## src/rtl/led_pkg.sv

```systemverilog
// Shared types and defaults for the LED matrix note display.
package led_pkg;

    localparam int unsigned DEFAULT_ROWS = 10;
    localparam int unsigned DEFAULT_COLS = 8;

    typedef enum logic [1:0] {
        StIdle,
        StBlank,
        StShow
    } scan_state_e;

    typedef logic [DEFAULT_ROWS-1:0][DEFAULT_COLS-1:0] plane_t;

endpackage

```

## src/rtl/note_frame_buffer.sv

```systemverilog
// Scrolling red/blue frame buffer with single-cycle clear and a row read port.
module note_frame_buffer
    import led_pkg::*;
#(
    parameter int unsigned ROWS   = DEFAULT_ROWS,
    parameter int unsigned COLS   = DEFAULT_COLS,
    parameter int unsigned ADDR_W = $clog2(ROWS)
) (
    input  logic              clk,
    input  logic              rst,
    input  logic              step,
    input  logic              clear,
    input  logic [ROWS-1:0]   ins_r,
    input  logic [ROWS-1:0]   ins_b,
    input  logic [ADDR_W-1:0] rd_addr,
    output logic [COLS-1:0]   rd_r,
    output logic [COLS-1:0]   rd_b
);

    logic [ROWS-1:0][COLS-1:0] red_q, red_d;
    logic [ROWS-1:0][COLS-1:0] blue_q, blue_d;

    // Clear wins over scroll; a scroll drops column 0 and inserts at column COLS-1.
    always_comb begin
        red_d  = red_q;
        blue_d = blue_q;
        if (clear) begin
            red_d  = '0;
            blue_d = '0;
        end else if (step) begin
            for (int r = 0; r < int'(ROWS); r++) begin
                red_d[r]  = {ins_r[r], red_q[r][COLS-1:1]};
                blue_d[r] = {ins_b[r], blue_q[r][COLS-1:1]};
            end
        end
    end

    // Buffer state, cleared by reset.
    always_ff @(posedge clk or negedge rst) begin
        if (!rst) begin
            red_q  <= '0;
            blue_q <= '0;
        end else begin
            red_q  <= red_d;
            blue_q <= blue_d;
        end
    end

    // Row read mux feeding the scan snapshot.
    always_comb begin
        rd_r = red_q[rd_addr];
        rd_b = blue_q[rd_addr];
    end

endmodule

```

## src/rtl/led_matrix_scan.sv

```systemverilog
// Row-multiplexed LED matrix driver for the scrolling note display.
module led_matrix_scan
    import led_pkg::*;
#(
    parameter int unsigned ROWS     = DEFAULT_ROWS,
    parameter int unsigned COLS     = DEFAULT_COLS,
    parameter int unsigned SCAN_DIV = 1000
) (
    input  logic            clk,
    input  logic            rst,
    input  logic [ROWS-1:0] note_R,
    input  logic [ROWS-1:0] note_B,
    input  logic [3:0]      offset,
    input  logic            finish,
    output logic [ROWS-1:0] row_n,
    output logic [COLS-1:0] col_R,
    output logic [COLS-1:0] col_B,
    output logic            frame_tick
);

    localparam int unsigned ROW_W = $clog2(ROWS);
    localparam int unsigned DIV_W = $clog2(SCAN_DIV);
    localparam logic [ROW_W-1:0] RowLast = ROW_W'(ROWS - 1);
    localparam logic [DIV_W-1:0] DivLast = DIV_W'(SCAN_DIV - 1);

    scan_state_e      state_q, state_d;
    logic [3:0]       offset_q;
    logic [ROW_W-1:0] row_idx_q, row_idx_d;
    logic [DIV_W-1:0] div_cnt_q, div_cnt_d;
    logic [ROWS-1:0]  row_n_q, row_n_d;
    logic [COLS-1:0]  col_r_q, col_r_d;
    logic [COLS-1:0]  col_b_q, col_b_d;
    logic             tick_q, tick_d;

    logic            step;
    logic [ROWS-1:0] ins_r, ins_b;
    logic [COLS-1:0] rd_r, rd_b;

    // Any change of the loader pixel counter is one scroll step; offset 0 starts a note column.
    always_comb begin
        step  = (offset != offset_q);
        ins_r = (offset == 4'd0) ? note_R : '0;
        ins_b = (offset == 4'd0) ? note_B : '0;
    end

    note_frame_buffer #(
        .ROWS   (ROWS),
        .COLS   (COLS),
        .ADDR_W (ROW_W)
    ) u_buf (
        .clk     (clk),
        .rst     (rst),
        .step    (step),
        .clear   (finish),
        .ins_r   (ins_r),
        .ins_b   (ins_b),
        .rd_addr (row_idx_q),
        .rd_r    (rd_r),
        .rd_b    (rd_b)
    );

    // Scan FSM; outputs are computed for the next state so they line up with state_q.
    always_comb begin
        state_d   = state_q;
        row_idx_d = row_idx_q;
        div_cnt_d = div_cnt_q;
        row_n_d   = row_n_q;
        col_r_d   = col_r_q;
        col_b_d   = col_b_q;
        tick_d    = 1'b0;
        unique case (state_q)
            StIdle: begin
                state_d = StBlank;
                row_n_d = '1;
                col_r_d = '0;
                col_b_d = '0;
            end
            StBlank: begin
                // Snapshot taken here; later scrolls are not seen until the row's next visit.
                state_d   = StShow;
                div_cnt_d = '0;
                row_n_d   = ~(ROWS'(1) << row_idx_q);
                col_r_d   = rd_r;
                col_b_d   = rd_b;
            end
            StShow: begin
                if (div_cnt_q == DivLast) begin
                    state_d   = StBlank;
                    div_cnt_d = '0;
                    row_idx_d = (row_idx_q == RowLast) ? '0 : row_idx_q + ROW_W'(1);
                    row_n_d   = '1;
                    col_r_d   = '0;
                    col_b_d   = '0;
                    tick_d    = (row_idx_q == RowLast);
                end else begin
                    div_cnt_d = div_cnt_q + DIV_W'(1);
                end
            end
            default: state_d = StIdle;
        endcase
    end

    // Scan state and registered outputs.
    always_ff @(posedge clk or negedge rst) begin
        if (!rst) begin
            state_q   <= StIdle;
            offset_q  <= 4'd0;
            row_idx_q <= '0;
            div_cnt_q <= '0;
            row_n_q   <= '1;
            col_r_q   <= '0;
            col_b_q   <= '0;
            tick_q    <= 1'b0;
        end else begin
            state_q   <= state_d;
            offset_q  <= offset;
            row_idx_q <= row_idx_d;
            div_cnt_q <= div_cnt_d;
            row_n_q   <= row_n_d;
            col_r_q   <= col_r_d;
            col_b_q   <= col_b_d;
            tick_q    <= tick_d;
        end
    end

    assign row_n      = row_n_q;
    assign col_R      = col_r_q;
    assign col_B      = col_b_q;
    assign frame_tick = tick_q;

endmodule

```

## config.mk

```make
export PLATFORM = sky130hd
export DESIGN_NAME = led_matrix_scan
export DESIGN_NICKNAME = d
export VERILOG_FILES = /design/src/rtl/led_pkg.sv /design/src/rtl/note_frame_buffer.sv /design/src/rtl/led_matrix_scan.sv
export SDC_FILE = /design/constraint.sdc
export NUM_CORES = 1
export LEC_CHECK = 0
export ABC_AREA = 0
export CAP_MARGIN = 20
export CORE_ASPECT_RATIO = 0.5
export CORE_MARGIN = 5
export CORE_UTILIZATION = 50
export CTS_BUF_LIST = sky130_fd_sc_hd__clkbuf_16
export CTS_CLUSTER_DIAMETER = 40
export DETAILED_ROUTE_END_ITERATION = 8
export PLACE_DENSITY = 0.68
export SYNTH_ARGS = -nofsm -noshare
export SYNTH_HDL_FRONTEND = slang
export SYNTH_HIERARCHICAL = 1
export SYNTH_SLANG_ARGS = --single-unit
```

## constraint.sdc

```tcl
create_clock -name clk -period 2.35 [get_ports clk]
set_clock_uncertainty 0.1 [all_clocks]
set_input_delay 0.47 -clock clk [delete_from_list [all_inputs] [get_ports clk]]
set_output_delay 0.47 -clock clk [all_outputs]
set_load 0.02 [all_outputs]
```

==> impl_metrics.toml <==
[setup_path]
critPathRequiredTime_ns = 1.78
critical_path_buf_inv_count = 1
arrival_ns = 1.65
path_cells = "clkdlybuf4s50_1"
reg2reg_depth = 5
cp_top_family = "buffers and inverters"
critPathMaxFanout = 2
crit_slowest_cell = "clkdlybuf4s50_1"
worstSetupPathDepth = 1
worstSetupEndpoint = "row_n[4]"
ff2ff_setup_slack_ns = 0.20
rr_startpoint = "row_idx_q[1]"
critPathLaunchType = "register"
path_class = "reg -> out"
max_stage_delay_ns = 0.60
cp-end-kind = "primary output"
startpoint = "row_n[4]"
r2r_end = "col_B[7]"

[synth]
synth_nets = 906
synth_edf_count = 0
synth_area_sq_um = 10200
syn_inst = 872
yosysWarnings = 6
async_flop_share_pct = 100
synth.avg_cell_area_sq_um = 11.7
seq_area_frac_synth_pct = 51.0
synth-main-ff-cell = "dfrtp_1"
synth_cell_type_count = 53
synth_seq_cells = 207

[floorplanning]
fp.dieH_um = 111
ios = 54
die_w_um = 212
num_rows = 36
start_util_pct = 51.6
dieArea_sq_um = 23500
core_area_sq_um = 19700

[pwr]
fin_total_pwr_w = 0.00733
ir_drop_mv = 0.372
p_per_area_nw_per_um2 = 616
power.leakage_nw = 6.32

[layout]
fin_nets = 958
final_common_cell = "dfrtp_1"
drive_above_1_share_pct = 18.4
instances_no_fill = 1201
antenna_cells = 0
most-common-layout-cells = "dfrtp_1 (196), nor2_1 (178), mux2i_1 (161), mux2_2 (60), clkdlybuf4s50_1 (51)"
area_delta_synth_final_pct = 16.8

[detailed_routing]
firstDrtPassIters = 5
wl_per_cell_um = 18.4
met2_length_um = 9550
drt_iter0_drc = 466
vias = 6804
wirelength_um = 22000
route.met3.wl_um = 1120
maxUsedRoutingLayer = "met4"
ant_nets = 0
routed_via_density = 5.67
drc = 0
wl_met1_um = 11100

[clock_tree]
cts-buffers-inserted = 22
cts_tree = "built"
cts-resized-gates = 0
cts-root-buf = "clkbuf_16"
post_cts_buffers = 0
cts.sinks = 207
cts.clk_slew.worst_paths_ns = 0.06
clock_latency_ns = 0.52
clockBufferDepth = 3
htree_num_levels = 1

[sta]
fmax_mhz = 451
max_slew_margin_pct = 58.4
hold_ws_ns = 0.237
worstMarginPinSlew_ns = 0.623
setup-violations-final = 0
fin_crit_sh_pct = 94.4
rsz0062_at_grt = "no"
final_hold_viol_count = 0
tns_ns = 0
report.final.slew_viol_count = 0
fin_crit_ns = 2.22

[hold_path]
hp-class = "in -> reg"
holdCritStartpoint = "finish"

[grt]
antenna_found_initial = 0
grt_usage_pct = 19.1
grt_overflow_total = 0
first_global_vias = 6895
grt_pass1_wl_um = 37100
grt_max_degree = 69

[flow_run]
drv_cap = 0

[placed_design]
numPlacedInstances = 1165
port_buffers = 53
hpwl_um = 14800
routabilityCongestion = 0.808

[status]
outcome = "finished clean"
per-stage QoR:
stage	worst slack (ns)	util [%]	area, sq um
after floorplan	0.394	-	10200
after global placement	0.164	56.7	11200
after detailed placement	0.112	56.7	11200
after CTS	0.107	60.3	11900
after global routing	0.0754	60.3	11900
final	0.133	60.3	11900
worst min-delay path by stage:
stage	end	slack [ns]	cells after the start
6_report	u_buf/red_q[34]	0.24	2
5_1_grt	u_buf/red_q[34]	0.23	2
4_1_cts	u_buf/red_q[72]	0.22	2
3_5_place_dp	row_idx_q[3]	0.26	1
3_3_place_gp	row_idx_q[3]	0.26	1
2_1_floorplan	col_B[0]	0.07	0
report_power, final:
part | leakage, nW | switching [W] | total [W] | internal [W]
Clock | 0.349 | 0.00143 | 0.00337 | 0.00194
Combinational | 3.15 | 0.000216 | 0.000375 | 0.000159
Sequential | 2.82 | 0.00000954 | 0.00359 | 0.00358
per-layer routing:
layer	GRT usage (%)	vias to the layer above
li1	-	3195
met1	30.1	3463
met2	27.7	120
met3	4.01	26
met4	3.04	0
met5	0	-
flip-flops by register name, indices dropped and copies added (netlist names):
name and cells:
u_buf/blue_q 80, u_buf/red_q 80, div_cnt_q 10, row_n 10, col_B 8, col_R 8
offset_q 4, row_idx_q 4, state_q 2, frame_tick 1
synth_stat cells, types with 7 or more instances:
| cell | number | area, sq um |
|---|---|---|
| buf_2 | 26 | 130 |
| nand2_1 | 28 | 105 |
| nor2_1 | 178 | 668 |
| mux4_2 | 12 | 270 |
| o22ai_1 | 17 | 106 |
| o31ai_1 | 17 | 128 |
| buf_4 | 11 | 82.6 |
| a32o_1 | 16 | 160 |
| and2_1 | 22 | 138 |
| clkbuf_1 | 28 | 105 |
| dfrtp_1 | 197 | 4930 |
| ha_1 | 7 | 87.6 |
| mux2i_1 | 161 | 1610 |
| dfstp_2 | 10 | 263 |
| mux2_2 | 60 | 676 |
layout make-up:
cell class / count / area (sq um)
sequential: 207 / 5190
tap: 266 / 333
clock inverter: 13 / 140
timing repair buffer: 98 / 1060
inverter: 6 / 22.5
fill: 1592 / 7830
clock buffer: 22 / 551
multi-input combinational: 589 / 4600
cell families after synthesis:
kind of cell | synth area share [%]
and+or+nand+nor | 11.7
muxes | 26.2
DFF | 51.0
buffers and inverters | 4.01
AOI/OAI and AO/OA | 5.87
adders and majority gates | 0.860
xor gates and xnor gates | 0.430
what timing repair did:
| action | 4_1_cts | 5_1_grt |
|---|---|---|
| endpoints found under the setup margin | 0 | 0 |
| hold endpoints to repair | 16 | 0 |
| hold buffers | 1 | 0 |
Power figures use the tool's default switching activity.
==> variant: new RTL, same flow settings <==
Register the inputs `note_R`, `note_B`, `offset` and `finish` before use, without a reset. The logic sees them one clock later.
--- a/src/rtl/led_matrix_scan.sv
+++ b/src/rtl/led_matrix_scan.sv
@@ -24,4 +24,16 @@
     localparam logic [DIV_W-1:0] DivLast = DIV_W'(SCAN_DIV - 1);
 
+    logic [ROWS-1:0] note_R_q;
+    logic [ROWS-1:0] note_B_q;
+    logic [3:0] offset_r;
+    logic finish_q;
+
+    always_ff @(posedge clk) begin
+        note_R_q <= note_R;
+        note_B_q <= note_B;
+        offset_r <= offset;
+        finish_q <= finish;
+    end
+
     scan_state_e      state_q, state_d;
     logic [3:0]       offset_q;
@@ -39,7 +51,7 @@
     // Any change of the loader pixel counter is one scroll step; offset 0 starts a note column.
     always_comb begin
-        step  = (offset != offset_q);
-        ins_r = (offset == 4'd0) ? note_R : '0;
-        ins_b = (offset == 4'd0) ? note_B : '0;
+        step  = (offset_r != offset_q);
+        ins_r = (offset_r == 4'd0) ? note_R_q : '0;
+        ins_b = (offset_r == 4'd0) ? note_B_q : '0;
     end
 
@@ -52,5 +64,5 @@
         .rst     (rst),
         .step    (step),
-        .clear   (finish),
+        .clear   (finish_q),
         .ins_r   (ins_r),
         .ins_b   (ins_b),
@@ -114,5 +126,5 @@
         end else begin
             state_q   <= state_d;
-            offset_q  <= offset;
+            offset_q  <= offset_r;
             row_idx_q <= row_idx_d;
             div_cnt_q <= div_cnt_d;
Function: no difference found for any inputs over 4 cycles, from zero or initial values and one cycle with rst low; that may be too few to reach the edited logic, so the function may still have changed.
==> variant against the original RTL <==
  * Total power grew 6.6%
  * Die area is 3.8% higher
  * Global-route usage is 0.42 points lower
  * Setup slack lost 0.010 ns
  * Sequential cell count increased by 25
  * Wire length down 0.44%
  * Cell area grew 2.7%
  * Area after synthesis is 4.0% higher
  * Maximum frequency shrank 0.45%
  * Critical path depth unchanged
  * Count of clock-buffer cells in the layout rose by 1
==> variant: results <==
synthesis:
  synth.top_cells.by_count: "dfrtp_1 (197), nor2_1 (187), mux2i_1 (162), mux2_2 (56), nand2_1 (31)"
  ys_seq_area_frac: 0.538
  async_flop_share: 0.892
  synthTopCellsByArea: "dfrtp_1 (47%), mux2i_1 (15%), nor2_1 (6.6%), mux2_2 (6.0%), dfxtp_1 (4.7%)"
  ys_warn_count: 6
  synth_cell_types: 47
  synth-main-ff-cell: "dfrtp_1"
  synth_nets: 925
worst_setup_path:
  r2r_cells: 5
  worst-r2r-setup-slack_ns: 0.22
  crit_family: "buffers and inverters"
  crit_path_end: "row_n[9]"
  cpMaxStageDelayCell: "clkdlybuf4s50_1"
  r2r_start: "row_idx_q[0]$_DFFE_PN0P_"
  critPathMaxStageDelay_ns: 0.62
  crit_path_max_fanout: 2
  cp-startpoint: "row_n[9]$_DFFE_PN1P_"
  timing.rr.end: "col_B[5]$_DFFE_PN0P_"
global_route:
  grt_pass1_wl_um: 38300
  first_global_vias: 7119
  grt_max_degree: 83
  grt_antenna_before_repair: 0
  globalRouteTotalUtil: 0.187
layout:
  largestRegisters: "u_buf/blue_q x80, u_buf/red_q x80"
  drive_gt1_frac: 0.166
  nFillCells: 1703
  nets: 978
  antenna_cells: 0
detailed_routing:
  drt_iter0_markers: 526
  routedWlPerCell_um: 17.8
  vias: 6787
  first_pass_iters: 5
clocking:
  clk_latency_ns: 0.50
  h-tree-depth: 1
  cts_buffer_depth: 3
  path_clk_slew_ns: 0.07
  postCtsHoldBufs: 1
  cts_root_buffer: "clkbuf_16"
  cts-buffers-inserted: 23
  ctsResizeCount: 0
  postCtsSetupBuffers: 0
outcome:
  status: "completed"
flow_run:
  maxCapViolCount: 0
placement:
  dp_hpwl_um: 14700
  port_buffers: 53
  globalplace.congestion: 0.817
timing:
  tightestPinTransition_ns: 0.760
  hold_viol_final: 0
  fmax_mhz: 449
min_path:
  whs_path_depth: 0
  hp-class: "flip-flop to flip-flop"
pwr:
  power.leakage_nw: 6.51
  ir_drop_mv: 0.432
## variant: cell types whose count changed after synthesis, moves of 4 or more
cell	unedited run	this run
mux2_2	60	56
a22o_1	0	16
nor2_1	178	187
clkbuf_1	28	23
dfxtp_1	0	25
a22oi_1	5	1
nand4_1	6	2
a32o_1	16	0
## variant: kinds of logic after synthesis
| group | Yosys count | share of synthesized area |
|---|---|---|
| buf+inv | 70 | 0.0361 |
| flops | 232 | 0.538 |
| fa+ha+maj | 7 | 0.00827 |
| compound gates | 61 | 0.0449 |
| xor+xnor | 11 | 0.00910 |
| mux | 236 | 0.251 |
| simple gates | 274 | 0.113 |
## variant: stage by stage
step,cells,hold slack [ns],utilization,area (µm²)
after global routing,1233,0.289,0.590,12200
after global placement,1191,0.276,0.556,11500
after CTS,1233,0.289,0.590,12200
final,1233,0.289,0.590,12200
after detailed placement,1191,0.280,0.556,11500
after floorplan,891,0.0744,-,10600
## variant: area by class of cell
class / count / area, µm² / share of cell area
Sequential cell: 232 / 5700 / 0.467
Multi-Input combinational cell: 589 / 4520 / 0.370
Timing Repair Buffer: 91 / 935 / 0.0765
Clock buffer: 23 / 576 / 0.0471
Tap cell: 273 / 342 / 0.0280
Clock inverter: 18 / 116 / 0.00953
Inverter: 7 / 26.3 / 0.00215
## variant: metal layers
layer,up-vias,GRT usage,share of wire
met1,3416,0.290,0.50
li1,3199,-,-
met5,-,0,0
met4,0,0.0341,0.017
met3,29,0.0348,0.051
met2,143,0.278,0.43
## variant: power by group
group / total (W) / leakage, nW / switching (W) / internal (W)
sequential: 0.00406 / 3.03 / 0.0000352 / 0.00402
clock: 0.00343 / 0.358 / 0.00153 / 0.00190
combinational: 0.000331 / 3.12 / 0.000187 / 0.000144
## variant: how the worst min path moves through the flow
stage	start	to	slack, ns
floorplan	rst	col_B[0]$_DFFE_PN0P_	0.07
global placement	offset_r[3]$_DFF_P_	offset_q[3]$_DFF_PN0_	0.28
detailed placement	offset_r[3]$_DFF_P_	offset_q[3]$_DFF_PN0_	0.28
CTS	offset_r[3]$_DFF_P_	offset_q[3]$_DFF_PN0_	0.29
global route	offset[3]	offset_r[3]$_DFF_P_	0.29
finish	offset_r[3]$_DFF_P_	offset_q[3]$_DFF_PN0_	0.29
